===== src/rtl/mtt_wr_engine_v2.sv =====
// CEU MTT write engine: one ICM translation and one cache-set request per entry.
// Optional macro MTT_WR_MAP_REUSE_EN reuses a translation for entries in the same ICM page.
module mtt_wr_engine_v2 #(
    parameter int HEAD_WIDTH     = 128,
    parameter int DATA_WIDTH     = 256,
    parameter int ENTRY_WIDTH    = 64,
    parameter int ENTRY_NUM      = 2**20,
    parameter int ICM_ADDR_WIDTH = 64,
    parameter int PHY_ADDR_WIDTH = 64,
    parameter int PAGE_ENTRY_LOG = 9,
    localparam int EPB           = DATA_WIDTH / ENTRY_WIDTH,
    localparam int INDEX_WIDTH   = $clog2(ENTRY_NUM),
    localparam int SET_HEAD_W    = 10 + ICM_ADDR_WIDTH + PHY_ADDR_WIDTH
) (
    input  logic                      clk,
    input  logic                      rst,
    input  logic                      mtt_req_valid,
    input  logic [HEAD_WIDTH-1:0]     mtt_req_head,
    input  logic                      mtt_req_last,
    input  logic [DATA_WIDTH-1:0]     mtt_req_data,
    output logic                      mtt_req_ready,
    output logic                      cache_set_req_valid,
    output logic [SET_HEAD_W-1:0]     cache_set_req_head,
    output logic [ENTRY_WIDTH-1:0]    cache_set_req_data,
    input  logic                      cache_set_req_ready,
    output logic                      icm_mapping_lookup_valid,
    output logic [INDEX_WIDTH-1:0]    icm_mapping_lookup_head,
    input  logic                      icm_mapping_lookup_ready,
    input  logic                      icm_mapping_rsp_valid,
    input  logic [ICM_ADDR_WIDTH-1:0] icm_mapping_rsp_icm_addr,
    input  logic [PHY_ADDR_WIDTH-1:0] icm_mapping_rsp_phy_addr,
    output logic                      icm_mapping_rsp_ready,
    output logic                      err_valid,
    output logic                      busy
);

    localparam int SLOT_W = (EPB > 1) ? $clog2(EPB) : 1;
    localparam logic [65:0] ENTRY_NUM_EXT = 66'(ENTRY_NUM);
    localparam logic [ICM_ADDR_WIDTH-1:0] ICM_STEP = ICM_ADDR_WIDTH'(ENTRY_WIDTH / 8);
    localparam logic [PHY_ADDR_WIDTH-1:0] PHY_STEP = PHY_ADDR_WIDTH'(ENTRY_WIDTH / 8);

    if (EPB < 1 || (EPB & (EPB - 1)) != 0 || PAGE_ENTRY_LOG < 0 ||
        PAGE_ENTRY_LOG >= INDEX_WIDTH) begin : g_bad_cfg
        $error("mtt_wr_engine_v2: illegal entry/page geometry");
    end

    typedef enum logic [2:0] {
        IDLE,
        ADDR_REQ,
        ADDR_RSP,
        CACHE_SET,
        DRAIN
    } state_t;

    state_t                    state, state_nxt;
    logic [31:0]               num_q, num_d;
    logic [31:0]               cnt_q, cnt_d;
    logic [63:0]               start_q, start_d;
    logic [ICM_ADDR_WIDTH-1:0] icm_q, icm_d;
    logic [PHY_ADDR_WIDTH-1:0] phy_q, phy_d;
    logic                      err_q, err_d;

    logic [31:0]               hd_num;
    logic [63:0]               hd_start;
    logic [65:0]               hd_end;
    logic [63:0]               cur_idx;
    logic [31:0]               cnt_inc;
    logic [SLOT_W-1:0]         slot;
    logic [ENTRY_WIDTH-1:0]    slot_data;
    logic                      slot_last;
    logic                      last_entry;
    logic                      set_hs;
    logic                      unused_head;

    assign hd_num      = mtt_req_head[95:64];
    assign hd_start    = mtt_req_head[63:0];
    assign hd_end      = {2'b00, hd_start} + {34'd0, hd_num};
    assign unused_head = ^mtt_req_head[HEAD_WIDTH-1:96];

    assign cur_idx    = start_q + {32'd0, cnt_q};
    assign cnt_inc    = cnt_q + 32'd1;
    assign last_entry = (cnt_inc == num_q);

    if (EPB > 1) begin : g_slot
        assign slot = cnt_q[SLOT_W-1:0];
    end else begin : g_slot_one
        assign slot = '0;
    end

    assign slot_last = (slot == SLOT_W'(EPB - 1));
    assign slot_data = mtt_req_data[slot*ENTRY_WIDTH +: ENTRY_WIDTH];
    assign set_hs    = (state == CACHE_SET) && mtt_req_valid && cache_set_req_ready;

`ifdef MTT_WR_MAP_REUSE_EN
    logic [63:0] nxt_idx;
    logic        same_page;

    assign nxt_idx   = cur_idx + 64'd1;
    assign same_page = (cur_idx >> PAGE_ENTRY_LOG) == (nxt_idx >> PAGE_ENTRY_LOG);
`endif

    assign icm_mapping_lookup_head = cur_idx[INDEX_WIDTH-1:0];
    assign cache_set_req_head      = {10'd0, phy_q, icm_q};
    assign err_valid               = err_q;
    assign busy                    = (state != IDLE);

    always_comb begin
        state_nxt                = state;
        num_d                    = num_q;
        start_d                  = start_q;
        cnt_d                    = cnt_q;
        icm_d                    = icm_q;
        phy_d                    = phy_q;
        err_d                    = 1'b0;
        mtt_req_ready            = 1'b0;
        cache_set_req_valid      = 1'b0;
        cache_set_req_data       = '0;
        icm_mapping_lookup_valid = 1'b0;
        icm_mapping_rsp_ready    = 1'b0;
        unique case (state)
            IDLE: begin
                if (mtt_req_valid) begin
                    num_d   = hd_num;
                    start_d = hd_start;
                    cnt_d   = '0;
                    if (hd_num == 32'd0) begin
                        state_nxt = DRAIN;
                    end else if (hd_end > ENTRY_NUM_EXT) begin
                        state_nxt = DRAIN;
                        err_d     = 1'b1;
                    end else begin
                        state_nxt = ADDR_REQ;
                    end
                end
            end
            ADDR_REQ: begin
                icm_mapping_lookup_valid = 1'b1;
                if (icm_mapping_lookup_ready) state_nxt = ADDR_RSP;
            end
            ADDR_RSP: begin
                icm_mapping_rsp_ready = 1'b1;
                if (icm_mapping_rsp_valid) begin
                    icm_d     = icm_mapping_rsp_icm_addr;
                    phy_d     = icm_mapping_rsp_phy_addr;
                    state_nxt = CACHE_SET;
                end
            end
            CACHE_SET: begin
                // A beat that has not arrived yet simply holds the request low.
                cache_set_req_valid = mtt_req_valid;
                cache_set_req_data  = slot_data;
                if (set_hs) begin
                    cnt_d         = cnt_inc;
                    mtt_req_ready = slot_last || last_entry;
                    if (last_entry) begin
                        state_nxt = mtt_req_last ? IDLE : DRAIN;
                        err_d     = !mtt_req_last;
                    end else if (slot_last && mtt_req_last) begin
                        state_nxt = IDLE;
                        err_d     = 1'b1;
                    end else begin
`ifdef MTT_WR_MAP_REUSE_EN
                        if (same_page) begin
                            icm_d     = icm_q + ICM_STEP;
                            phy_d     = phy_q + PHY_STEP;
                            state_nxt = CACHE_SET;
                        end else begin
                            state_nxt = ADDR_REQ;
                        end
`else
                        state_nxt = ADDR_REQ;
`endif
                    end
                end
            end
            DRAIN: begin
                mtt_req_ready = mtt_req_valid;
                if (mtt_req_valid && mtt_req_last) state_nxt = IDLE;
            end
            default: state_nxt = IDLE;
        endcase
    end

    always_ff @(posedge clk) begin
        if (rst) begin
            state   <= IDLE;
            num_q   <= '0;
            cnt_q   <= '0;
            start_q <= '0;
            icm_q   <= '0;
            phy_q   <= '0;
            err_q   <= 1'b0;
        end else begin
            state   <= state_nxt;
            num_q   <= num_d;
            cnt_q   <= cnt_d;
            start_q <= start_d;
            icm_q   <= icm_d;
            phy_q   <= phy_d;
            err_q   <= err_d;
        end
    end

endmodule

===== config.mk =====
export PLATFORM = sky130hd
export DESIGN_NAME = mtt_wr_engine_v2
export DESIGN_NICKNAME = d
export VERILOG_FILES = /design/src/rtl/mtt_wr_engine_v2.sv
export SDC_FILE = /design/constraint.sdc
export NUM_CORES = 1
export LEC_CHECK = 0
export CAP_MARGIN = 20
export CORE_AREA = 2 2 295 297
export DETAILED_ROUTE_END_ITERATION = 10
export DIE_AREA = 0 0 297 299
export GPL_ROUTABILITY_DRIVEN = 0
export GPL_TIMING_DRIVEN = 0
export PLACE_DENSITY = 0.45
export SYNTH_ARGS = -nofsm -noshare
export SYNTH_HDL_FRONTEND = slang
export SYNTH_SLANG_ARGS = --single-unit

===== constraint.sdc =====
create_clock -name clk -period 4.4 [get_ports clk]
set_input_delay 0.66 -clock clk [delete_from_list [all_inputs] [get_ports clk]]
set_output_delay 0.66 -clock clk [all_outputs]
set_load 0.02 [all_outputs]

==> metrics.md <==
| Metric | Value |
|---|---|
| Worst Path Max Fanout | 3 |
| Post-synth top area share | 0.278 |
| Max-slew headroom | 0.415 |
| CP max-delay cell | a2111o_1 |
| WP data arrival | 3.92 ns |
| Startpoint Class | flip-flop |
| Final Setup Violations | 2 |
| Initial core utilization | 0.181 |
| Tmin final | 4.58 ns |
| Asr flop ratio synth | 0 |
| Number of port buffers | 695 |
| Largest net degree at the start of global routing | 17 |
| FF+latch count, synth | 216 |
| Ranking of synthesized cells by area | dfxtp_1, nand2_1, mux4_2 |
| Die Y | 299 microns |
| Cell variety after synth | 83 |
| Area Overhead vs Synth | 66.8% |
| Die Width | 297 microns |
| Min-Delay Startpoint | phy_q[57] |
| CTS Buf Count | 30 |
| Final wirelength | 92,500 microns |
| Core Region | 85,900 sq um |
| Fin util | 0.302 |
| R2r endpoint | err_valid |
| Leakage | 8.98 nW |
| DR WL/cell | 23.0 microns |
| Max cap viols | 0 |
| Register area share after synthesis | 0.278 |
| Drt drc | 0 |
| Critical path capture point type | output port |
| Status | finished with violations |
| Die area | 88,800 sq um |
| Synth cell count leaders | nand2_1, a21oi_1, dfxtp_1 |
| WL met1 | 37,500 microns |
| Reg-to-Reg Start | cnt_q[8] |
| Violated checks | setup timing |
| Final cell count without fillers | 4,022 |
| Fin Hold WS | 0.451 ns |
| Clock Skew | 0.0466 ns |
| Clock sink total | 216 |
| Share of cells above drive strength 1 | 0.102 |
| DP Worst Slack | -1.63 ns |
| Placed Cells | 3,916 |
| Hold Path Class | reg2reg |
| Final ANT Viol Nets | 0 |
| Final Hold Viols | 0 |
| DR top layer | met5 |
| Pwr/cell area | 240 nW/um^2 |
| Critical path startpoint | cnt_q[1] |
| Global-route wire length before repair | 131,000 microns |
| DRT iter0 DRCs | 1,449 |
| Unrepaired setup endpoints after global routing | yes |
| Slew @ Worst Pin | 0.878 ns |
| Initial antenna violation count | 27 |
| YS warnings | 0 |
| Ratio of final minimum period to clock period | 1.04 |
| Clk Tree Root Cell | clkbuf_16 |
| Via count | 18,697 |
| Met3 WL post-DR | 5050 microns |
| Worst-path cell chain | ha_4 -> a21o_1 -> a21oi_2 -> o21ai_2 -> a2111o_1 -> a31o_4 -> o41a_1 -> a41o_1 -> o41ai_4 -> o21bai_1 -> a21oi_2 -> xnor2_4 -> buf_6 |
| Reg2reg setup slack | 0.75 ns |
| Grt total ovfl | 0 |
| CTS H-tree depth | 1 |
| Avg Inst Size Synth | 7.57 sq um |
| WL met2 | 46,700 microns |
| Worst Hold Path EP | phy_q[57] |
| Count leader, synth | nand2_1 |
| All-Layer GR Usage | 0.198 |
| Critical path type | reg2out |
| I/O pin count | 747 |
| Critical path required time | 3.74 ns |
| Post-synth EDFFs | 0 |
| Final #Nets | 3,408 |
| Fin worst setup slack | -0.182 ns |
| R2R depth | 14 |
| Crit path top cell by count | a21oi_2 |
| Vias per cell | 4.65 |
| Worst skew pair latency | 0.60 ns |
| Slowest stage delay, CP | 0.40 ns |
| 1st-pass router iterations | 8 |
| Worst-path clk slew | 0.06 ns |
| Rows | 108 |
| Hold Path Depth | 2 |
| Max-slew violations | 0 |
| Clock Path Buffers | 3 |
| Top_reg_cell synth | dfxtp_1 |
| Max Clk Rate | 0.218 GHz |
| Post-synthesis cell count | 2,056 |
| Cell Area, Synth | 15,600 sq um |
| CTS tree | built |
| DP HPWL | 77,500 microns |
| Worst IR Drop VDD | 0.304 mV |
| Yosys top cell by area | dfxtp_1 |
| Number of global-route vias before repair | 18,218 |
flip-flops by register name, summed over array words and instances, names as in the netlist:
register   cells
icm_q         64
phy_q         64
err_valid      1
num_q         32
start_q       20
state          3
cnt_q         32
cells by family after synthesis:
| family | after synthesis | share of synthesized area |
|---|---|---|
| simple gates | 922 | 0.283 |
| compound gates | 530 | 0.203 |
| flops | 216 | 0.278 |
| buf+inv | 178 | 0.0459 |
| xor+xnor | 78 | 0.0439 |
| mux | 77 | 0.101 |
| fa+ha+maj | 54 | 0.0444 |
| other cells | 1 | 0.000241 |
metal layers:
| layer | vias to the layer above | global-route usage |
|---|---|---|
| li1 | 8970 | - |
| met1 | 8899 | 0.236 |
| met2 | 681 | 0.356 |
| met3 | 139 | 0.0332 |
| met4 | 8 | 0.0717 |
| met5 | - | 0 |
area by class of cell:
class	instances	area, sq um
Fill cell	9363	60000
Multi-Input combinational cell	1671	11000
Timing Repair Buffer	745	7330
Sequential cell	216	4350
Tap cell	1155	1450
Clock buffer	42	866
Buffer	147	701
Clock inverter	14	145
Inverter	24	95.1
Antenna cell	8	20.0
layout by cell type (no fill, tap or decap), types with 24 or more instances in the layout:
cell type | Yosys | layout
dfxtp_1 | 216 | 200
nor3_1 | 40 | 38
nand3_1 | 51 | 49
nand2_1 | 444 | 443
o21ai_0 | 81 | 72
clkbuf_16 | 0 | 31
and2_1 | 75 | 75
mux4_2 | 64 | 64
buf_4 | 10 | 62
clkbuf_1 | 127 | 118
ha_1 | 52 | 50
xnor2_1 | 64 | 61
a21o_1 | 24 | 24
nand4_1 | 49 | 49
clkdlybuf4s50_1 | 0 | 686
nor2_1 | 118 | 115
a21oi_1 | 280 | 276
critical path: cells and delay by family, from the launching register on:
kind | cells | cell delay, ns
flip-flops | 1 | 0.37
AO/OA/AOI/OAI | 10 | 2.34
buffers and inverters | 1 | 0.17
adder cells (fa/ha/maj) | 1 | 0.23
XOR/XNOR | 1 | 0.19
power breakdown:
group | internal, mW | switching (mW)
combinational | 0.805 | 0.894
clock | 1.44 | 1.02
sequential | 2.02 | 0.0576
total | 4.27 | 1.97
how the worst max path moves through the flow:
stage | endpoint | slack [ns] | depth (start not counted)
finish | icm_mapping_lookup_head[19] | -0.18 | 13
global route | mtt_req_ready | -0.34 | 13
CTS | mtt_req_ready | -0.34 | 12
detailed placement | icm_mapping_lookup_head[18] | -1.63 | 17
global placement | icm_mapping_lookup_head[18] | -1.68 | 17
floorplan | icm_mapping_lookup_head[18] | 0.20 | 16
through the flow:
stage	TNS [ns]	power [mW]	instance area [sq um]
after floorplan	0	2.90	15600
after global placement	-13.97	3.78	24000
after detailed placement	-13.31	3.77	24000
after CTS	-0.918	6.29	25600
after global routing	-0.910	6.52	26000
final	-0.331	6.24	26000
what timing repair did:
item | CTS | global route
buffers inserted | 19 | 30
pin swaps | 25 | 36
hold endpoints to repair | 0 | 0
resized for setup | 152 | 38
hold buffers | 0 | 0
endpoints found under the setup margin | 48 | 16
No activity file was read; power rests on OpenSTA's default activity.
